`config.mk`:
```
export PLATFORM = sky130hd
export DESIGN_NAME = buzzer_sched
export DESIGN_NICKNAME = d
export VERILOG_FILES = /design/src/rtl/vending_pkg.sv /design/src/rtl/buzzer_sched.sv
export SDC_FILE = /design/constraint.sdc
export NUM_CORES = 1
export LEC_CHECK = 0
export BUFFER_PORTS_ARGS = -buffer_cell sky130_fd_sc_hd__buf_2
export CAP_MARGIN = 20
export CORE_ASPECT_RATIO = 1.5
export CORE_MARGIN = 1
export CORE_UTILIZATION = 40
export CTS_CLUSTER_DIAMETER = 30
export DETAILED_ROUTE_END_ITERATION = 10
export SYNTH_ARGS = -nofsm -noshare
export SYNTH_HDL_FRONTEND = slang
export SYNTH_SLANG_ARGS = --single-unit
```
`constraint.sdc`:
```
create_clock -name clk -period 2.15 [get_ports clk]
set_input_delay 0.43 -clock clk [delete_from_list [all_inputs] [get_ports clk]]
set_output_delay 0.43 -clock clk [all_outputs]
set_load 0.02 [all_outputs]
```
`src/rtl/vending_pkg.sv`:
```
// Shared constants for the vending design: buzzer tune codes, pending-flag
// indices and the buzzer scheduler state encoding.
package vending_pkg;

    localparam logic [1:0] TUNE_OFF  = 2'b00;
    localparam logic [1:0] TUNE_COIN = 2'b01;
    localparam logic [1:0] TUNE_VEND = 2'b10;
    localparam logic [1:0] TUNE_ERR  = 2'b11;

    localparam int PEND_COIN = 0;
    localparam int PEND_VEND = 1;
    localparam int PEND_ERR  = 2;

    typedef enum logic [1:0] {
        ST_IDLE = 2'd0,
        ST_PLAY = 2'd1,
        ST_GAP  = 2'd2
    } sched_state_e;

    // Fixed priority: err > vend > coin.
    function automatic logic [1:0] pick_tune(input logic [2:0] pend);
        if (pend[PEND_ERR])       return TUNE_ERR;
        else if (pend[PEND_VEND]) return TUNE_VEND;
        else if (pend[PEND_COIN]) return TUNE_COIN;
        else                      return TUNE_OFF;
    endfunction

    function automatic logic [2:0] tune_mask(input logic [1:0] tune);
        case (tune)
            TUNE_COIN: return 3'b001;
            TUNE_VEND: return 3'b010;
            TUNE_ERR:  return 3'b100;
            default:   return 3'b000;
        endcase
    endfunction

endpackage

```
`src/rtl/buzzer_sched.sv`:
```
// Buzzer request scheduler: latches request pulses, grants one tune at a time
// by priority, ends it on end_note / timeout / err preemption, then holds a gap.
module buzzer_sched
    import vending_pkg::*;
#(
    parameter int TIMEOUT_CYC = 150_000_000,
    parameter int GAP_CYC     = 5_000_000
) (
    input  logic         clk,
    input  logic         rst_n,
    input  logic         req_coin,
    input  logic         req_vend,
    input  logic         req_err,
    input  logic         mute,
    input  logic         end_note,
    output logic [1:0]   work_en,
    output logic         busy,
    output logic         done,
    output logic         timeout,
    output sched_state_e dbg_state
);

    localparam int CNT_MAX = (TIMEOUT_CYC > GAP_CYC) ? TIMEOUT_CYC : GAP_CYC;
    localparam int CNT_W   = (CNT_MAX > 1) ? $clog2(CNT_MAX) : 1;
    localparam logic [CNT_W-1:0] TMO_LAST = CNT_W'(TIMEOUT_CYC - 1);
    localparam logic [CNT_W-1:0] GAP_LAST = CNT_W'(GAP_CYC - 1);

    sched_state_e     state_q, state_d;
    logic [2:0]       pend_q, pend_d;
    logic [CNT_W-1:0] cnt_q, cnt_d;
    logic [1:0]       work_q, work_d;
    logic             done_q, done_d;
    logic             tmo_q, tmo_d;
    logic             busy_q;

    logic [2:0] req_vec;
    logic [1:0] grant_tune;
    logic       start, play_end, play_tmo, play_pre, gap_end;

    assign req_vec    = {req_err, req_vend, req_coin};
    assign grant_tune = pick_tune(pend_q);
    assign start      = (state_q == ST_IDLE) && (pend_q != 3'b000);
    assign play_end   = (state_q == ST_PLAY) && end_note;
    assign play_tmo   = (state_q == ST_PLAY) && (cnt_q == TMO_LAST);
    assign play_pre   = (state_q == ST_PLAY) && pend_q[PEND_ERR] && (work_q != TUNE_ERR);
    assign gap_end    = (state_q == ST_GAP) && (cnt_q == GAP_LAST);

    always_ff @(posedge clk or negedge rst_n) begin
        if (!rst_n) begin
            state_q <= ST_IDLE;
            pend_q  <= 3'b000;
            cnt_q   <= '0;
            work_q  <= TUNE_OFF;
            done_q  <= 1'b0;
            tmo_q   <= 1'b0;
            busy_q  <= 1'b0;
        end else begin
            state_q <= state_d;
            pend_q  <= pend_d;
            cnt_q   <= cnt_d;
            work_q  <= work_d;
            done_q  <= done_d;
            tmo_q   <= tmo_d;
            busy_q  <= (state_d != ST_IDLE);
        end
    end

    always_comb begin
        state_d = state_q;
        if (mute) begin
            state_d = ST_IDLE;
        end else begin
            case (state_q)
                ST_IDLE: if (start) state_d = ST_PLAY;
                ST_PLAY: if (play_end || play_tmo || play_pre) state_d = ST_GAP;
                ST_GAP:  if (gap_end) state_d = ST_IDLE;
                default: state_d = ST_IDLE;
            endcase
        end
    end

    // A request on the same edge as its grant survives the clear and stays queued.
    always_comb begin
        work_d = work_q;
        done_d = 1'b0;
        tmo_d  = 1'b0;
        pend_d = pend_q | req_vec;
        cnt_d  = (cnt_q == '1) ? cnt_q : cnt_q + 1'b1;
        if (mute) begin
            work_d = TUNE_OFF;
            pend_d = 3'b000;
            cnt_d  = '0;
        end else begin
            case (state_q)
                ST_IDLE: begin
                    cnt_d = '0;
                    if (start) begin
                        work_d = grant_tune;
                        pend_d = (pend_q & ~tune_mask(grant_tune)) | req_vec;
                    end
                end
                ST_PLAY: begin
                    if (play_end) begin
                        work_d = TUNE_OFF;
                        done_d = 1'b1;
                        cnt_d  = '0;
                    end else if (play_tmo || play_pre) begin
                        work_d = TUNE_OFF;
                        tmo_d  = 1'b1;
                        cnt_d  = '0;
                    end
                end
                ST_GAP: begin
                    work_d = TUNE_OFF;
                    if (gap_end) cnt_d = '0;
                end
                default: begin
                    work_d = TUNE_OFF;
                    cnt_d  = '0;
                end
            endcase
        end
    end

    assign work_en   = work_q;
    assign busy      = busy_q;
    assign done      = done_q;
    assign timeout   = tmo_q;
    assign dbg_state = state_q;

endmodule

```
==> flow_summary.html, run 1 <==
<table>
<tr><th>Metric</th><th>Value</th></tr>
<tr><th colspan="2">Worst setup path</th></tr>
<tr><td>Type of element capturing the critical path</td><td>flop</td></tr>
<tr><td>Worst Setup Path Type</td><td>reg2reg</td></tr>
<tr><td>CP required</td><td>between 2 and 2.5 ns</td></tr>
<tr><td>Launching element type of the critical path</td><td>flop</td></tr>
<tr><td>Highest fanout seen on the critical path</td><td>17</td></tr>
<tr><td>Data arrival time at the worst-slack endpoint</td><td>roughly 2.3 ns</td></tr>
<tr><th colspan="2">Placement</th></tr>
<tr><td>Estimated wirelength of the detail-placed design</td><td>about 4 mm</td></tr>
<tr><td>Setup slack after placement</td><td>0.0818 ns</td></tr>
<tr><td>RD Place Congestion</td><td>0.854</td></tr>
<tr><td>Port buffer count</td><td>13</td></tr>
<tr><th colspan="2">Pwr</th></tr>
<tr><td>Leakage</td><td>0.980 nW</td></tr>
<tr><td>Maximum VDD drop</td><td>0.000375 V</td></tr>
<tr><td>Power density over the cells</td><td>559 mW/mm^2</td></tr>
<tr><th colspan="2">Die</th></tr>
<tr><td>Total number of placement rows</td><td>33</td></tr>
<tr><td>Top Ports</td><td>14</td></tr>
<tr><td>Die footprint</td><td>between 0.005 and 0.006 sq mm</td></tr>
<tr><td>Die span in x</td><td>63.3 microns</td></tr>
<tr><td>CORE AREA</td><td>0.00545 sq mm</td></tr>
<tr><td>Die height</td><td>~94 microns</td></tr>
<tr><td>Initial Utilization</td><td>0.413</td></tr>
<tr><th colspan="2">Layout</th></tr>
<tr><td>Diodes inserted</td><td>0</td></tr>
<tr><td>Area added between synthesis and finish</td><td>12.2%</td></tr>
<tr><td>Multi-input gate area in the final layout</td><td>0.00122 sq mm</td></tr>
<tr><td>Total area of sequential cells</td><td>951 sq um</td></tr>
<tr><td>Commonest non-fill, non-tap cells in the layout</td><td>sky130_fd_sc_hd__dfrtp_1 (38), sky130_fd_sc_hd__nor2_1 (20), sky130_fd_sc_hd__a21oi_1 (18)</td></tr>
<tr><td>Number of nets in the layout</td><td>271</td></tr>
<tr><td>Commonest non-fill, non-tap cell in the layout</td><td>sky130_fd_sc_hd__dfrtp_1</td></tr>
<tr><td>Fill cell count</td><td>552</td></tr>
<tr><td>Share of cells above drive strength 1</td><td>0.190</td></tr>
<tr><th colspan="2">Logic synthesis</th></tr>
<tr><td>Share of async-settable or async-resettable flops after synthesis</td><td>1.00</td></tr>
<tr><td>Yosys top cell area share</td><td>0.422</td></tr>
<tr><td>Number of synthesized register bits</td><td>38</td></tr>
<tr><td>Number of nets in the synthesized netlist</td><td>249</td></tr>
<tr><td>Post-synthesis share of cell area spent on and, or, nand and nor gates</td><td>0.286</td></tr>
<tr><td>Post-Synthesis Cells</td><td>~240</td></tr>
<tr><td>XOR/XNOR Fraction of Synth Area</td><td>0.0272</td></tr>
<tr><td>Synthesized-area fraction occupied by adder cells</td><td>0.0278</td></tr>
<tr><td>Fraction of the yosys area taken by sequential cells</td><td>0.422</td></tr>
<tr><td>Mapped cell area</td><td>0.00225 sq mm</td></tr>
<tr><td>Post-synthesis average cell area</td><td>9.50 sq um</td></tr>
<tr><td>Synth cell types</td><td>between 50 and 60</td></tr>
<tr><td>Dominant combinational cell family by area after synthesis</td><td>simple AND/OR/NAND/NOR gates</td></tr>
<tr><td>Synth warn</td><td>0</td></tr>
<tr><td>Top cell type by total area after synthesis</td><td>sky130_fd_sc_hd__dfrtp_1</td></tr>
<tr><td>Top_reg_cell synth</td><td>sky130_fd_sc_hd__dfrtp_1</td></tr>
<tr><td>Leading post-synthesis cells by cell area</td><td>sky130_fd_sc_hd__dfrtp_1 (42%), sky130_fd_sc_hd__a21oi_1 (4.0%), sky130_fd_sc_hd__o21ai_0 (3.8%)</td></tr>
<tr><td>Number of enable-type register cells in the synthesized netlist</td><td>0</td></tr>
<tr><td>Post-synthesis compound-gate area fraction</td><td>0.184</td></tr>
<tr><td>Multiplexer area fraction after synthesis</td><td>0.00889</td></tr>
<tr><th colspan="2">Clocking</th></tr>
<tr><td>Clock tree sinks</td><td>38</td></tr>
<tr><td>H-tree depth</td><td>2</td></tr>
<tr><td>Root cell of the clock tree</td><td>sky130_fd_sc_hd__clkbuf_8</td></tr>
<tr><td>Setup repair bufs after CTS</td><td>0</td></tr>
<tr><td>TritonCTS clock tree</td><td>yes</td></tr>
<tr><td>Clock transition at path regs</td><td>0.07 ns</td></tr>
<tr><td>Skew-Pair Late Insertion Delay</td><td>0.29 ns</td></tr>
<tr><td>Number of buffers created by CTS</td><td>5</td></tr>
<tr><td>Maximum number of buffers from clock root to sink</td><td>2</td></tr>
<tr><th colspan="2">Run status</th></tr>
<tr><td>Status</td><td>finished clean</td></tr>
<tr><th colspan="2">Detailed routing</th></tr>
<tr><td>Number of DRC violations after detailed-routing iteration 0</td><td>42</td></tr>
<tr><td>Post-DRT Antenna Nets</td><td>0</td></tr>
<tr><td>Total vias in the final route</td><td>roughly 1,900</td></tr>
<tr><td>Number of optimization iterations in the first detailed-route pass</td><td>4</td></tr>
<tr><td>Number of remaining DRC errors</td><td>0</td></tr>
<tr><td>Routed wire per std cell</td><td>16.5 microns</td></tr>
<tr><td>Wire length reported by the detailed router</td><td>5.40 mm</td></tr>
<tr><td>Via/cell ratio</td><td>5.81</td></tr>
<tr><th colspan="2">STA</th></tr>
<tr><td>Worst-case setup margin in the final layout</td><td>0.0793 ns</td></tr>
<tr><td>Finish-stage setup viols</td><td>0</td></tr>
<tr><td>Share of the cycle needed by the critical path after routing</td><td>0.963</td></tr>
<tr><td>Fmax</td><td>0.483 GHz</td></tr>
<tr><td>Final-layout worst hold slack</td><td>about 0.18 ns</td></tr>
<tr><td>Clock period minus final worst setup slack</td><td>between 2 and 2.5 ns</td></tr>
<tr><td>Number of max-slew violations in the final report</td><td>0</td></tr>
<tr><td>Headroom to the max-slew limit</td><td>0.673</td></tr>
<tr><td>Setup clock skew after layout</td><td>0.0110 ns</td></tr>
<tr><td>Number of hold-slack violations in the final timing report</td><td>0</td></tr>
<tr><td>Worst Tran Pin Value</td><td>just under 0.5 ns</td></tr>
<tr><th colspan="2">GRT</th></tr>
<tr><td>Pin count of the biggest net entering global routing</td><td>39</td></tr>
<tr><td>Via count of the first global-routing pass</td><td>roughly 1,800</td></tr>
<tr><td>Global routing usage on met1</td><td>0.227</td></tr>
<tr><td>Met2 usage</td><td>0.354</td></tr>
<tr><td>Met3 demand-to-capacity share in global routing</td><td>0.0316</td></tr>
<tr><td>Initial antenna violation count</td><td>0</td></tr>
<tr><td>Global-route usage over all layers</td><td>0.199</td></tr>
<tr><td>Layer with the highest usage after global routing</td><td>met2</td></tr>
<tr><td>Global route overflow</td><td>0</td></tr>
<tr><td>Wire length of the first global-routing pass</td><td>about 9.1 mm</td></tr>
<tr><th colspan="2">Job</th></tr>
<tr><td>Max-cap violations</td><td>0</td></tr>
<tr><th colspan="2">Worst hold path</th></tr>
<tr><td>Hold/Removal Path Class</td><td>in2async</td></tr>
</table>
-- sequential cells by signal, indices dropped and copies added (netlist names) --
register	count
dbg_state	2
cnt_q	28
pend_q	3
work_en	2
timeout	1
busy	1
done	1
-- metal layers --
metal	vias to the layer above	part of all wire
met2	39	0.52
met5	-	0
met3	12	0.030
li1	931	-
met1	924	0.42
met4	0	0.031
-- repair_timing --
action | 4_1_cts | 5_1_grt
endpoints found under the setup margin | 0 | 14
hold buffers | 0 | 0
hold endpoints to repair | 0 | 0
resized for setup | 0 | 5
-- final timing paths --
| path | startpoint | end | slack, ns | cells past startpoint |
|---|---|---|---|---|
| worst max-delay path | cnt_q[0] | cnt_q[21] | 0.08 | 6 |
| worst min-delay path | rst_n | cnt_q[20] | 0.18 | 2 |
| worst max register to register | cnt_q[0] | cnt_q[21] | 0.08 | 6 |
| worst min register to register | pend_q[0] | pend_q[0] | 0.57 | 2 |
| max in group asynchronous | rst_n | cnt_q[4] | 1.62 | 2 |
| min in group clk | req_coin | pend_q[0] | 0.36 | 3 |
-- synthesized netlist by cell type, types with 6 or more instances --
cell	n
sky130_fd_sc_hd__inv_1	6
sky130_fd_sc_hd__a21oi_1	18
sky130_fd_sc_hd__dfrtp_1	38
sky130_fd_sc_hd__nor2_1	20
sky130_fd_sc_hd__nand2_1	12
sky130_fd_sc_hd__nand3_1	11
sky130_fd_sc_hd__or3_1	12
sky130_fd_sc_hd__xor2_1	6
sky130_fd_sc_hd__and3_1	8
sky130_fd_sc_hd__nand4_1	9
sky130_fd_sc_hd__o21ai_0	17
-- final cells by class --
type / count / share of cell area
Timing Repair Buffer: 24 / 0.0634
Tap cell: 70 / 0.0347
Multi-Input combinational cell: 184 / 0.484
Inverter: 6 / 0.00891
Sequential cell: 38 / 0.376
Clock buffer: 6 / 0.0327
-- cell families (layout without fill, tap and decap cells) --
family / after synthesis / count (layout)
adders and majority gates: 5 / 5
muxes: 2 / 2
xor gates and xnor gates: 7 / 7
and+or+nand+nor: 107 / 107
DFF: 38 / 38
AOI/OAI and AO/OA: 63 / 63
buffers and inverters: 15 / 36
-- metrics by stage --
step	setup TNS (ns)	total power, mW	util	cell area [sq um]	instances
4_1_cts	0	1.43	0.460	2510	328
5_1_grt	-0.000509	1.49	0.464	2530	328
3_5_place_dp	0	0.943	0.445	2420	322
2_1_floorplan	0	0.873	-	2250	237
6_report	0	1.41	0.464	2530	328
3_3_place_gp	0	0.941	0.445	2420	322
-- critical path: stages, from the launching register on --
cell and delay, ns:
sky130_fd_sc_hd__dfrtp_1 0.41, sky130_fd_sc_hd__ha_1 0.22, sky130_fd_sc_hd__and3_2 0.26, sky130_fd_sc_hd__and4_4 0.19
sky130_fd_sc_hd__a31o_4 0.29, sky130_fd_sc_hd__or4_4 0.49, sky130_fd_sc_hd__a21oi_2 0.15
-- power breakdown --
part	internal [mW]	switching [mW]	total (mW)	leakage [nW]
sequential	0.735	0.0198	0.754	0.523
combinational	0.0660	0.109	0.174	0.414
clock	0.247	0.237	0.485	0.0431
Note: power is estimated with default switching activity, not from simulation.
==> run 2: changes to the inputs <==
--- a/config.mk
+++ b/config.mk
@@ -9,7 +9,7 @@
 export CAP_MARGIN = 20
 export CORE_ASPECT_RATIO = 1.5
 export CORE_MARGIN = 1
-export CORE_UTILIZATION = 40
+export CORE_UTILIZATION = 36
 export CTS_CLUSTER_DIAMETER = 30
 export DETAILED_ROUTE_END_ITERATION = 10
 export SYNTH_ARGS = -nofsm -noshare
==> constraint.sdc (replaced) <==
create_clock -name clk -period 2.15 [get_ports clk]
set_input_delay 0.5375 -clock clk [delete_from_list [all_inputs] [get_ports clk]]
set_output_delay 0.5375 -clock clk [all_outputs]
set_load 0.02 [all_outputs]
==> run 2 against run 1 <==
Clock skew shrank 0.00053 ns. Utilization shrank 3.5 points. Sequential share of layout area shrank 0.15 points. Clock-buffer cell count shrank 1. Register-to-register slack is essentially flat. Sequential power is essentially flat. Via count grew 2.6%.
==> flow_summary.html, run 2 (synthesis results as in run 1) <==
<table>
<tr><th>Metric</th><th>Value</th></tr>
<tr><th colspan="2">Detailed routing</th></tr>
<tr><td>Total vias in the final route</td><td>1,956 (+2.6%)</td></tr>
<tr><td>Via/cell ratio</td><td>5.91 (+1.7%)</td></tr>
<tr><td>Number of DRC violations after detailed-routing iteration 0</td><td>47 (+12%)</td></tr>
<tr><td>Post-DRT Antenna Nets</td><td>0 (unchanged)</td></tr>
<tr><td>Number of remaining DRC errors</td><td>0 (unchanged)</td></tr>
<tr><td>Wire length reported by the detailed router</td><td>5.43 mm (+0.50%)</td></tr>
<tr><td>Routed wire per std cell</td><td>16.4 microns (-0.41%)</td></tr>
<tr><td>Number of optimization iterations in the first detailed-route pass</td><td>4 (unchanged)</td></tr>
<tr><th colspan="2">Layout</th></tr>
<tr><td>Diodes inserted</td><td>0 (unchanged)</td></tr>
<tr><td>Fill cell count</td><td>571 (+3.4%)</td></tr>
<tr><td>Total area of sequential cells</td><td>951 sq um (unchanged)</td></tr>
<tr><td>Commonest non-fill, non-tap cell in the layout</td><td>sky130_fd_sc_hd__dfrtp_1</td></tr>
<tr><td>Cell area after layout</td><td>0.00254 sq mm (+0.40%)</td></tr>
<tr><td>Share of cells above drive strength 1</td><td>0.193 (+0.00313)</td></tr>
<tr><td>Commonest non-fill, non-tap cells in the layout</td><td>sky130_fd_sc_hd__dfrtp_1 (38), sky130_fd_sc_hd__nor2_1 (20), sky130_fd_sc_hd__a21oi_1 (18)</td></tr>
<tr><td>Top Registers</td><td>cnt_q (28), pend_q (3)</td></tr>
<tr><td>Number of nets in the layout</td><td>271 (unchanged)</td></tr>
<tr><td>Multi-input gate area in the final layout</td><td>0.00122 sq mm (-0.51%)</td></tr>
<tr><td>Utilization after layout</td><td>0.429 (-0.0346)</td></tr>
<tr><td>Max reg flops</td><td>28 (unchanged)</td></tr>
<tr><td>Area added between synthesis and finish</td><td>12.7%</td></tr>
<tr><td>Register name with the most flops</td><td>cnt_q</td></tr>
<tr><th colspan="2">Placement</th></tr>
<tr><td>Estimated wirelength of the detail-placed design</td><td>3.96 mm (+0.48%)</td></tr>
<tr><td>RD Place Congestion</td><td>0.868 (+1.6%)</td></tr>
<tr><td>Port buffer count</td><td>13 (unchanged)</td></tr>
<tr><td>Post-Place Cell Area</td><td>0.00243 sq mm (+0.31%)</td></tr>
<tr><th colspan="2">Clocking</th></tr>
<tr><td>Root cell of the clock tree</td><td>sky130_fd_sc_hd__clkbuf_8</td></tr>
<tr><td>H-tree depth</td><td>2 (unchanged)</td></tr>
<tr><td>Clock tree sinks</td><td>38 (unchanged)</td></tr>
<tr><td>Skew-Pair Late Insertion Delay</td><td>0.30 ns (about the same)</td></tr>
<tr><td>Number of buffers created by CTS</td><td>5 (unchanged)</td></tr>
<tr><td>TritonCTS clock tree</td><td>yes</td></tr>
<tr><td>Maximum number of buffers from clock root to sink</td><td>2 (unchanged)</td></tr>
<tr><td>Clock transition at path regs</td><td>0.08 ns (about the same)</td></tr>
<tr><th colspan="2">Die</th></tr>
<tr><td>Die height</td><td>98.9 microns (+5.3%)</td></tr>
<tr><td>Die footprint</td><td>0.00658 sq mm (+11%)</td></tr>
<tr><td>Initial Utilization</td><td>0.381 (-0.0324)</td></tr>
<tr><td>Die span in x</td><td>66.6 microns (+5.2%)</td></tr>
<tr><td>Top Ports</td><td>14 (unchanged)</td></tr>
<tr><td>Total number of placement rows</td><td>34 (+3.0%)</td></tr>
<tr><td>CORE AREA</td><td>0.00591 sq mm (+8.5%)</td></tr>
<tr><th colspan="2">GRT</th></tr>
<tr><td>Global route overflow</td><td>0 (unchanged)</td></tr>
<tr><td>Wire length of the first global-routing pass</td><td>8.94 mm (-1.4%)</td></tr>
<tr><td>Pin count of the biggest net entering global routing</td><td>29 (-26%)</td></tr>
<tr><td>Via count of the first global-routing pass</td><td>1,855 (+1.5%)</td></tr>
<tr><td>Initial antenna violation count</td><td>0 (unchanged)</td></tr>
<tr><td>Global-route usage over all layers</td><td>0.180 (-0.0195)</td></tr>
<tr><th colspan="2">Worst setup path</th></tr>
<tr><td>Worst-case reg-to-reg path depth</td><td>6 (unchanged)</td></tr>
<tr><td>Type of element capturing the critical path</td><td>flop</td></tr>
<tr><td>Launching element type of the critical path</td><td>flop</td></tr>
<tr><td>CP required</td><td>2.37 ns (about the same)</td></tr>
<tr><td>Data arrival time at the worst-slack endpoint</td><td>2.29 ns (about the same)</td></tr>
<tr><td>Startpoint of the worst register-to-register path</td><td>cnt_q[0]</td></tr>
<tr><td>Flop2flop setup slack</td><td>0.08 ns (about the same)</td></tr>
<tr><td>Highest-delay cell along the critical path</td><td>sky130_fd_sc_hd__or4_4</td></tr>
<tr><td>Highest fanout seen on the critical path</td><td>17 (unchanged)</td></tr>
<tr><td>Ordered list of cells on the worst path</td><td>ha_1, and3_2, and4_4, a31o_4, or4_4, a21oi_2</td></tr>
<tr><td>Worst Setup Path Type</td><td>reg2reg</td></tr>
<tr><td>Highest cell delay on the worst timing path</td><td>0.50 ns (about the same)</td></tr>
<tr><td>Destination of the worst register-to-register timing path</td><td>cnt_q[21]</td></tr>
<tr><th colspan="2">Pwr</th></tr>
<tr><td>Power density over the cells</td><td>558 mW/mm^2 (-0.27%)</td></tr>
<tr><td>Leakage</td><td>0.977 nW (-0.34%)</td></tr>
<tr><td>Maximum VDD drop</td><td>0.000415 V (+11%)</td></tr>
<tr><th colspan="2">STA</th></tr>
<tr><td>Finish-stage setup viols</td><td>0 (unchanged)</td></tr>
<tr><td>Share of the cycle needed by the critical path after routing</td><td>0.963 (about the same)</td></tr>
<tr><td>Headroom to the max-slew limit</td><td>0.696 (+0.0231)</td></tr>
<tr><td>Setup clock skew after layout</td><td>0.0105 ns (-0.000530 ns)</td></tr>
<tr><td>Number of max-slew violations in the final report</td><td>0 (unchanged)</td></tr>
<tr><td>Fmax</td><td>0.483 GHz (about the same)</td></tr>
<tr><td>Number of hold-slack violations in the final timing report</td><td>0 (unchanged)</td></tr>
<tr><td>Worst Tran Pin Value</td><td>0.456 ns (-0.0346 ns)</td></tr>
<tr><td>Clock period minus final worst setup slack</td><td>2.07 ns (-0.000822 ns)</td></tr>
<tr><th colspan="2">Run status</th></tr>
<tr><td>Status</td><td>finished clean</td></tr>
<tr><th colspan="2">Worst hold path</th></tr>
<tr><td>Hold/Removal Path Class</td><td>in2async</td></tr>
<tr><th colspan="2">Job</th></tr>
<tr><td>Max-cap violations</td><td>0 (unchanged)</td></tr>
</table>
run 2: changes by cell type in the layout (fill, tap and decap cells not counted), sizes merged:
| cell | before | now |
|---|---|---|
| clkinvlp | 0 | 2 |
| clkbuf | 6 | 5 |
run 2: critical path, delay by kind of cell, from the launching register on:
family	cells	cell delay, ns
compound gates	2	0.42
flops	1	0.41
fa+ha+maj	1	0.22
simple gates	3	0.94
run 2: worst max path at each step:
stage                     startpoint        end  slack, ns  cells past startpoint
after floorplan             cnt_q[0]  cnt_q[19]       0.09                      8
after global placement      cnt_q[0]  cnt_q[19]       0.13                      6
after detailed placement    cnt_q[0]  cnt_q[21]       0.06                      6
after CTS                   cnt_q[0]  cnt_q[21]       0.05                      6
after global routing        cnt_q[0]  cnt_q[19]      -0.01                      6
final                       cnt_q[0]  cnt_q[21]       0.08                      6
run 2: report_power, final:
part           switching [mW]  internal [mW]  total, mW
Clock                   0.262          0.221      0.483
Combinational           0.109         0.0693      0.179
Sequential             0.0195          0.734      0.754
run 2: layout make-up:
type / count / area share
multi-input cells: 184 / 0.480
flip-flops and latches: 38 / 0.375
repair buffers: 24 / 0.0680
well taps: 72 / 0.0355
clock buffers: 5 / 0.0271
inverters: 6 / 0.00888
clock inverters: 2 / 0.00592
run 2: what timing repair did:
action,4_1_cts,5_1_grt
resized for setup,0,5
hold buffers,0,0
endpoints found under the setup margin,0,14
buffers inserted,0,1
run 2: per-layer routing:
metal | track usage | share of wire
met5 | 0 | 0
met4 | 0.0753 | 0.028
met3 | 0.0336 | 0.020
met2 | 0.316 | 0.55
met1 | 0.206 | 0.41
run 2: metrics by stage:
stage | setup TNS, ns | hold slack (ns) | std cells | power (mW) | worst slack (ns)
finish | 0 | 0.183 | 331 | 1.42 | 0.0801
global route | -0.0226 | 0.203 | 331 | 1.48 | -0.0139
CTS | 0 | 0.192 | 330 | 1.43 | 0.0496
detailed placement | 0 | 0.508 | 323 | 0.946 | 0.0615
global placement | 0 | 0.509 | 323 | 0.945 | 0.130
floorplan | 0 | 0.242 | 237 | 0.873 | 0.0854
==> run 3: changes to the inputs <==
--- a/config.mk
+++ b/config.mk
@@ -5,6 +5,7 @@
 export SDC_FILE = /design/constraint.sdc
 export NUM_CORES = 1
 export LEC_CHECK = 0
+export ABC_AREA = 1
 export BUFFER_PORTS_ARGS = -buffer_cell sky130_fd_sc_hd__buf_2
 export CAP_MARGIN = 20
 export CORE_ASPECT_RATIO = 1.5
@@ -12,6 +13,7 @@
 export CORE_UTILIZATION = 36
 export CTS_CLUSTER_DIAMETER = 30
 export DETAILED_ROUTE_END_ITERATION = 10
+export SETUP_SLACK_MARGIN = 0.3
 export SYNTH_ARGS = -nofsm -noshare
 export SYNTH_HDL_FRONTEND = slang
 export SYNTH_SLANG_ARGS = --single-unit
==> run 3 against run 2 <==
The flow now finishes with violations (design-rule violations). Sequential cell count is the same. Clock-buffer cell count grew 1. Worst hold slack gained 0.11 ns. Routed wire length grew 29%. Global-route usage grew 1.9 points. Combinational power grew 70%. Die area grew 15%. Critical path depth grew 2. Maximum frequency grew 19%. Clock skew shrank 0.00083 ns. Power grew 30%.
==> flow_summary.html, run 3 <==
<table>
<tr><th>Metric</th><th>Value</th></tr>
<tr><th colspan="2">Die</th></tr>
<tr><td>Die span in x</td><td>71.2 microns (+7.0%)</td></tr>
<tr><td>Total number of placement rows</td><td>37 (+8.8%)</td></tr>
<tr><td>Die height</td><td>106 microns (+7.1%)</td></tr>
<tr><td>Top Ports</td><td>14 (unchanged)</td></tr>
<tr><td>Initial Utilization</td><td>0.375 (-0.00558)</td></tr>
<tr><td>Die footprint</td><td>0.00754 sq mm (+15%)</td></tr>
<tr><td>CORE AREA</td><td>0.00690 sq mm (+17%)</td></tr>
<tr><th colspan="2">Detailed routing</th></tr>
<tr><td>Number of optimization iterations in the first detailed-route pass</td><td>7 (+3)</td></tr>
<tr><td>Wire length reported by the detailed router</td><td>7.00 mm (+29%)</td></tr>
<tr><td>Post-DRT Antenna Nets</td><td>0 (unchanged)</td></tr>
<tr><td>Number of DRC violations after detailed-routing iteration 0</td><td>158 (+240%)</td></tr>
<tr><td>Via/cell ratio</td><td>5.09 (-14%)</td></tr>
<tr><td>Total vias in the final route</td><td>2,448 (+25%)</td></tr>
<tr><td>Number of remaining DRC errors</td><td>1 (+1)</td></tr>
<tr><td>Routed wire per std cell</td><td>14.5 microns (-11%)</td></tr>
<tr><th colspan="2">GRT</th></tr>
<tr><td>Wire length of the first global-routing pass</td><td>11.4 mm (+28%)</td></tr>
<tr><td>Layer with the highest usage after global routing</td><td>met2</td></tr>
<tr><td>Pin count of the biggest net entering global routing</td><td>39 (+34%)</td></tr>
<tr><td>Global-route usage over all layers</td><td>0.198 (+0.0185)</td></tr>
<tr><td>Initial antenna violation count</td><td>0 (unchanged)</td></tr>
<tr><td>Global route overflow</td><td>0 (unchanged)</td></tr>
<tr><td>Met3 demand-to-capacity share in global routing</td><td>0.0287 (-0.00488)</td></tr>
<tr><td>Met2 usage</td><td>0.354 (+0.0382)</td></tr>
<tr><td>Global routing usage on met1</td><td>0.207 (+0.000207)</td></tr>
<tr><td>Via count of the first global-routing pass</td><td>2,479 (+34%)</td></tr>
<tr><th colspan="2">Worst setup path</th></tr>
<tr><td>Data arrival time at the worst-slack endpoint</td><td>1.92 ns (-0.37 ns)</td></tr>
<tr><td>Highest-delay cell along the critical path</td><td>sky130_fd_sc_hd__dfrtp_2</td></tr>
<tr><td>Worst-case reg-to-reg path depth</td><td>8 (+2)</td></tr>
<tr><td>Destination of the worst register-to-register timing path</td><td>cnt_q[11]</td></tr>
<tr><td>Ordered list of cells on the worst path</td><td>inv_1, nor2_1, inv_1, nor2_1, xor2_1, nand2_1, inv_1, nor2_2</td></tr>
<tr><td>Worst Setup Path Type</td><td>reg2reg</td></tr>
<tr><td>Critical path's most frequent cell</td><td>sky130_fd_sc_hd__inv_1</td></tr>
<tr><td>Launching element type of the critical path</td><td>flop</td></tr>
<tr><td>Type of element capturing the critical path</td><td>flop</td></tr>
<tr><td>Startpoint of the worst register-to-register path</td><td>cnt_q[0]</td></tr>
<tr><td>Highest cell delay on the worst timing path</td><td>0.43 ns (-0.07 ns)</td></tr>
<tr><td>Flop2flop setup slack</td><td>0.41 ns (+0.33 ns)</td></tr>
<tr><td>CP required</td><td>2.33 ns (-0.04 ns)</td></tr>
<tr><td>Highest fanout seen on the critical path</td><td>5 (-12)</td></tr>
<tr><th colspan="2">Logic synthesis</th></tr>
<tr><td>Multiplexer area fraction after synthesis</td><td>0 (-0.00889)</td></tr>
<tr><td>XOR/XNOR Fraction of Synth Area</td><td>0.0338 (+0.00661)</td></tr>
<tr><td>Dominant combinational cell family by area after synthesis</td><td>simple AND/OR/NAND/NOR gates</td></tr>
<tr><td>Number of nets in the synthesized netlist</td><td>395 (+59%)</td></tr>
<tr><td>Number of enable-type register cells in the synthesized netlist</td><td>0 (unchanged)</td></tr>
<tr><td>Synthesized-area fraction occupied by adder cells</td><td>0.0242 (-0.00361)</td></tr>
<tr><td>Yosys top cell area share</td><td>0.367 (-0.0549)</td></tr>
<tr><td>Synth cell types</td><td>28 (-51%)</td></tr>
<tr><td>Top_reg_cell synth</td><td>sky130_fd_sc_hd__dfrtp_1</td></tr>
<tr><td>List of most frequent post-synthesis cells</td><td>sky130_fd_sc_hd__nand2_1 (102), sky130_fd_sc_hd__nor2_1 (86), sky130_fd_sc_hd__inv_1 (43), sky130_fd_sc_hd__dfrtp_1 (38), sky130_fd_sc_hd__nand3_1 (27)</td></tr>
<tr><td>Post-synthesis compound-gate area fraction</td><td>0.0623 (-0.122)</td></tr>
<tr><td>Number of synthesized register bits</td><td>38 (unchanged)</td></tr>
<tr><td>Post-Synthesis Cells</td><td>383 (+62%)</td></tr>
<tr><td>Post-synthesis average cell area</td><td>6.76 sq um (-29%)</td></tr>
<tr><td>Synth warn</td><td>0 (unchanged)</td></tr>
<tr><td>Mapped cell area</td><td>0.00259 sq mm (+15%)</td></tr>
<tr><td>Post-synthesis share of cell area spent on and, or, nand and nor gates</td><td>0.423 (+0.138)</td></tr>
<tr><td>Top cell type by total area after synthesis</td><td>sky130_fd_sc_hd__dfrtp_1</td></tr>
<tr><td>Share of async-settable or async-resettable flops after synthesis</td><td>1.00 (unchanged)</td></tr>
<tr><td>Library cell with the highest instance count after synthesis</td><td>sky130_fd_sc_hd__nand2_1</td></tr>
<tr><td>Leading post-synthesis cells by cell area</td><td>sky130_fd_sc_hd__dfrtp_1 (37%), sky130_fd_sc_hd__nand2_1 (15%), sky130_fd_sc_hd__nor2_1 (12%)</td></tr>
<tr><td>Fraction of the yosys area taken by sequential cells</td><td>0.367 (-0.0549)</td></tr>
<tr><th colspan="2">Clocking</th></tr>
<tr><td>H-tree depth</td><td>2 (unchanged)</td></tr>
<tr><td>Skew-Pair Late Insertion Delay</td><td>0.29 ns (about the same)</td></tr>
<tr><td>Number of buffers created by CTS</td><td>5 (unchanged)</td></tr>
<tr><td>Clock transition at path regs</td><td>0.08 ns (about the same)</td></tr>
<tr><td>Maximum number of buffers from clock root to sink</td><td>2 (unchanged)</td></tr>
<tr><td>Clock tree sinks</td><td>38 (unchanged)</td></tr>
<tr><td>Hold buffer count at CTS</td><td>0 (unchanged)</td></tr>
<tr><td>TritonCTS clock tree</td><td>yes</td></tr>
<tr><td>Root cell of the clock tree</td><td>sky130_fd_sc_hd__clkbuf_8</td></tr>
<tr><th colspan="2">Layout</th></tr>
<tr><td>Share of cells above drive strength 1</td><td>0.159 (-0.0342)</td></tr>
<tr><td>Area added between synthesis and finish</td><td>12.2%</td></tr>
<tr><td>Max reg flops</td><td>28 (unchanged)</td></tr>
<tr><td>Number of nets in the layout</td><td>414 (+53%)</td></tr>
<tr><td>Multi-input gate area in the final layout</td><td>0.00145 sq mm (+19%)</td></tr>
<tr><td>Non-Filler Instances</td><td>481 (+45%)</td></tr>
<tr><td>Register name with the most flops</td><td>cnt_q</td></tr>
<tr><td>Fill cell count</td><td>729 (+28%)</td></tr>
<tr><td>Total area of sequential cells</td><td>952 sq um (+0.13%)</td></tr>
<tr><td>Diodes inserted</td><td>0 (unchanged)</td></tr>
<tr><td>Commonest non-fill, non-tap cells in the layout</td><td>sky130_fd_sc_hd__nand2_1 (102), sky130_fd_sc_hd__nor2_1 (83), sky130_fd_sc_hd__inv_1 (43)</td></tr>
<tr><td>Top Registers</td><td>cnt_q (28), pend_q (3)</td></tr>
<tr><td>Commonest non-fill, non-tap cell in the layout</td><td>sky130_fd_sc_hd__nand2_1</td></tr>
<tr><th colspan="2">Placement</th></tr>
<tr><td>Port buffer count</td><td>13 (unchanged)</td></tr>
<tr><td>Setup slack after placement</td><td>0.275 ns (+0.214 ns)</td></tr>
<tr><td>Estimated wirelength of the detail-placed design</td><td>5.22 mm (+32%)</td></tr>
<tr><td>Placed cells</td><td>471 (+46%)</td></tr>
<tr><td>RD Place Congestion</td><td>0.912 (+5.0%)</td></tr>
<tr><th colspan="2">STA</th></tr>
<tr><td>Headroom to the max-slew limit</td><td>0.657 (-0.0386)</td></tr>
<tr><td>Number of hold-slack violations in the final timing report</td><td>0 (unchanged)</td></tr>
<tr><td>Clock period minus final worst setup slack</td><td>1.74 ns (-0.327 ns)</td></tr>
<tr><td>Share of the cycle needed by the critical path after routing</td><td>0.810 (-0.152)</td></tr>
<tr><td>Final-layout worst hold slack</td><td>0.288 ns (+0.105 ns)</td></tr>
<tr><td>Setup clock skew after layout</td><td>0.00963 ns (-0.000827 ns)</td></tr>
<tr><td>Worst-case setup margin in the final layout</td><td>0.408 ns (+0.327 ns)</td></tr>
<tr><td>Number of max-slew violations in the final report</td><td>0 (unchanged)</td></tr>
<tr><td>Fmax</td><td>0.574 GHz (+19%)</td></tr>
<tr><td>Finish-stage setup viols</td><td>0 (unchanged)</td></tr>
<tr><td>Worst Tran Pin Value</td><td>0.514 ns (+0.0579 ns)</td></tr>
<tr><td>Setup repair after global routing missed its margin</td><td>false</td></tr>
<tr><td>Final total negative setup slack</td><td>0 ns (unchanged)</td></tr>
<tr><th colspan="2">Pwr</th></tr>
<tr><td>Maximum VDD drop</td><td>0.000393 V (-5.3%)</td></tr>
<tr><td>Total power after layout</td><td>1.84 mW (+30%)</td></tr>
<tr><td>Power density over the cells</td><td>633 mW/mm^2 (+13%)</td></tr>
<tr><td>Leakage</td><td>1.25 nW (+28%)</td></tr>
<tr><th colspan="2">Worst hold path</th></tr>
<tr><td>Hold/Removal Path Class</td><td>in2async</td></tr>
<tr><th colspan="2">Run status</th></tr>
<tr><td>Status</td><td>complete, but fails checks</td></tr>
<tr><td>Violations in the final reports</td><td>design-rule violations</td></tr>
<tr><th colspan="2">Job</th></tr>
<tr><td>Max-cap violations</td><td>0 (unchanged)</td></tr>
</table>
run 3: layout make-up:
cell class / instances / area share
multi-input cells: 294 / 0.498
flip-flops and latches: 38 / 0.328
inverters: 48 / 0.0637
well taps: 78 / 0.0336
clock buffers: 6 / 0.0284
repair buffers: 15 / 0.0276
clock inverters: 2 / 0.0207
run 3: stage by stage:
| step | instance area [sq um] | utilization |
|---|---|---|
| detailed placement | 2710 | 0.393 |
| CTS | 2860 | 0.414 |
| global placement | 2710 | 0.393 |
| global route | 2910 | 0.421 |
| floorplan | 2590 | - |
| finish | 2910 | 0.421 |
run 3: how the worst max path moves through the flow:
| stage | startpoint | end |
|---|---|---|
| floorplan | cnt_q[0] | cnt_q[15] |
| global placement | cnt_q[0] | cnt_q[1] |
| detailed placement | cnt_q[0] | cnt_q[1] |
| CTS | cnt_q[0] | cnt_q[1] |
| global route | cnt_q[0] | cnt_q[1] |
| finish | cnt_q[0] | cnt_q[11] |
run 3: kinds of logic (layout without fill, tap and decap cells):
| family | after synthesis | count (layout) |
|---|---|---|
| fa+ha+maj | 5 | 5 |
| buf+inv | 52 | 71 |
| compound gates | 29 | 29 |
| simple gates | 249 | 250 |
| flops | 38 | 38 |
| xor+xnor | 10 | 10 |
run 3: timing repair:
item,in CTS,in global routing
endpoints found under the setup margin,1,32
setup buffers,0,1
gates cloned,0,1
resized for setup,1,7
run 3: power breakdown:
part | leakage (nW) | switching (mW) | internal [mW]
combinational | 0.654 | 0.213 | 0.0910
clock | 0.0714 | 0.268 | 0.495
sequential | 0.522 | 0.0258 | 0.745
total | 1.25 | 0.507 | 1.33
run 3: layer usage:
metal  up-vias  share of wire
met5         -              0
met4         0          0.061
met3        31          0.029
met2        66           0.51
met1      1132           0.40
li1       1219              -
run 3: worst max-delay path, delay by kind of cell (launching register included):
kind	cells	cell delay (ns)
flip-flops	1	0.43
AND/OR/NAND/NOR	4	0.78
XOR/XNOR	1	0.18
buffers and inverters	3	0.24
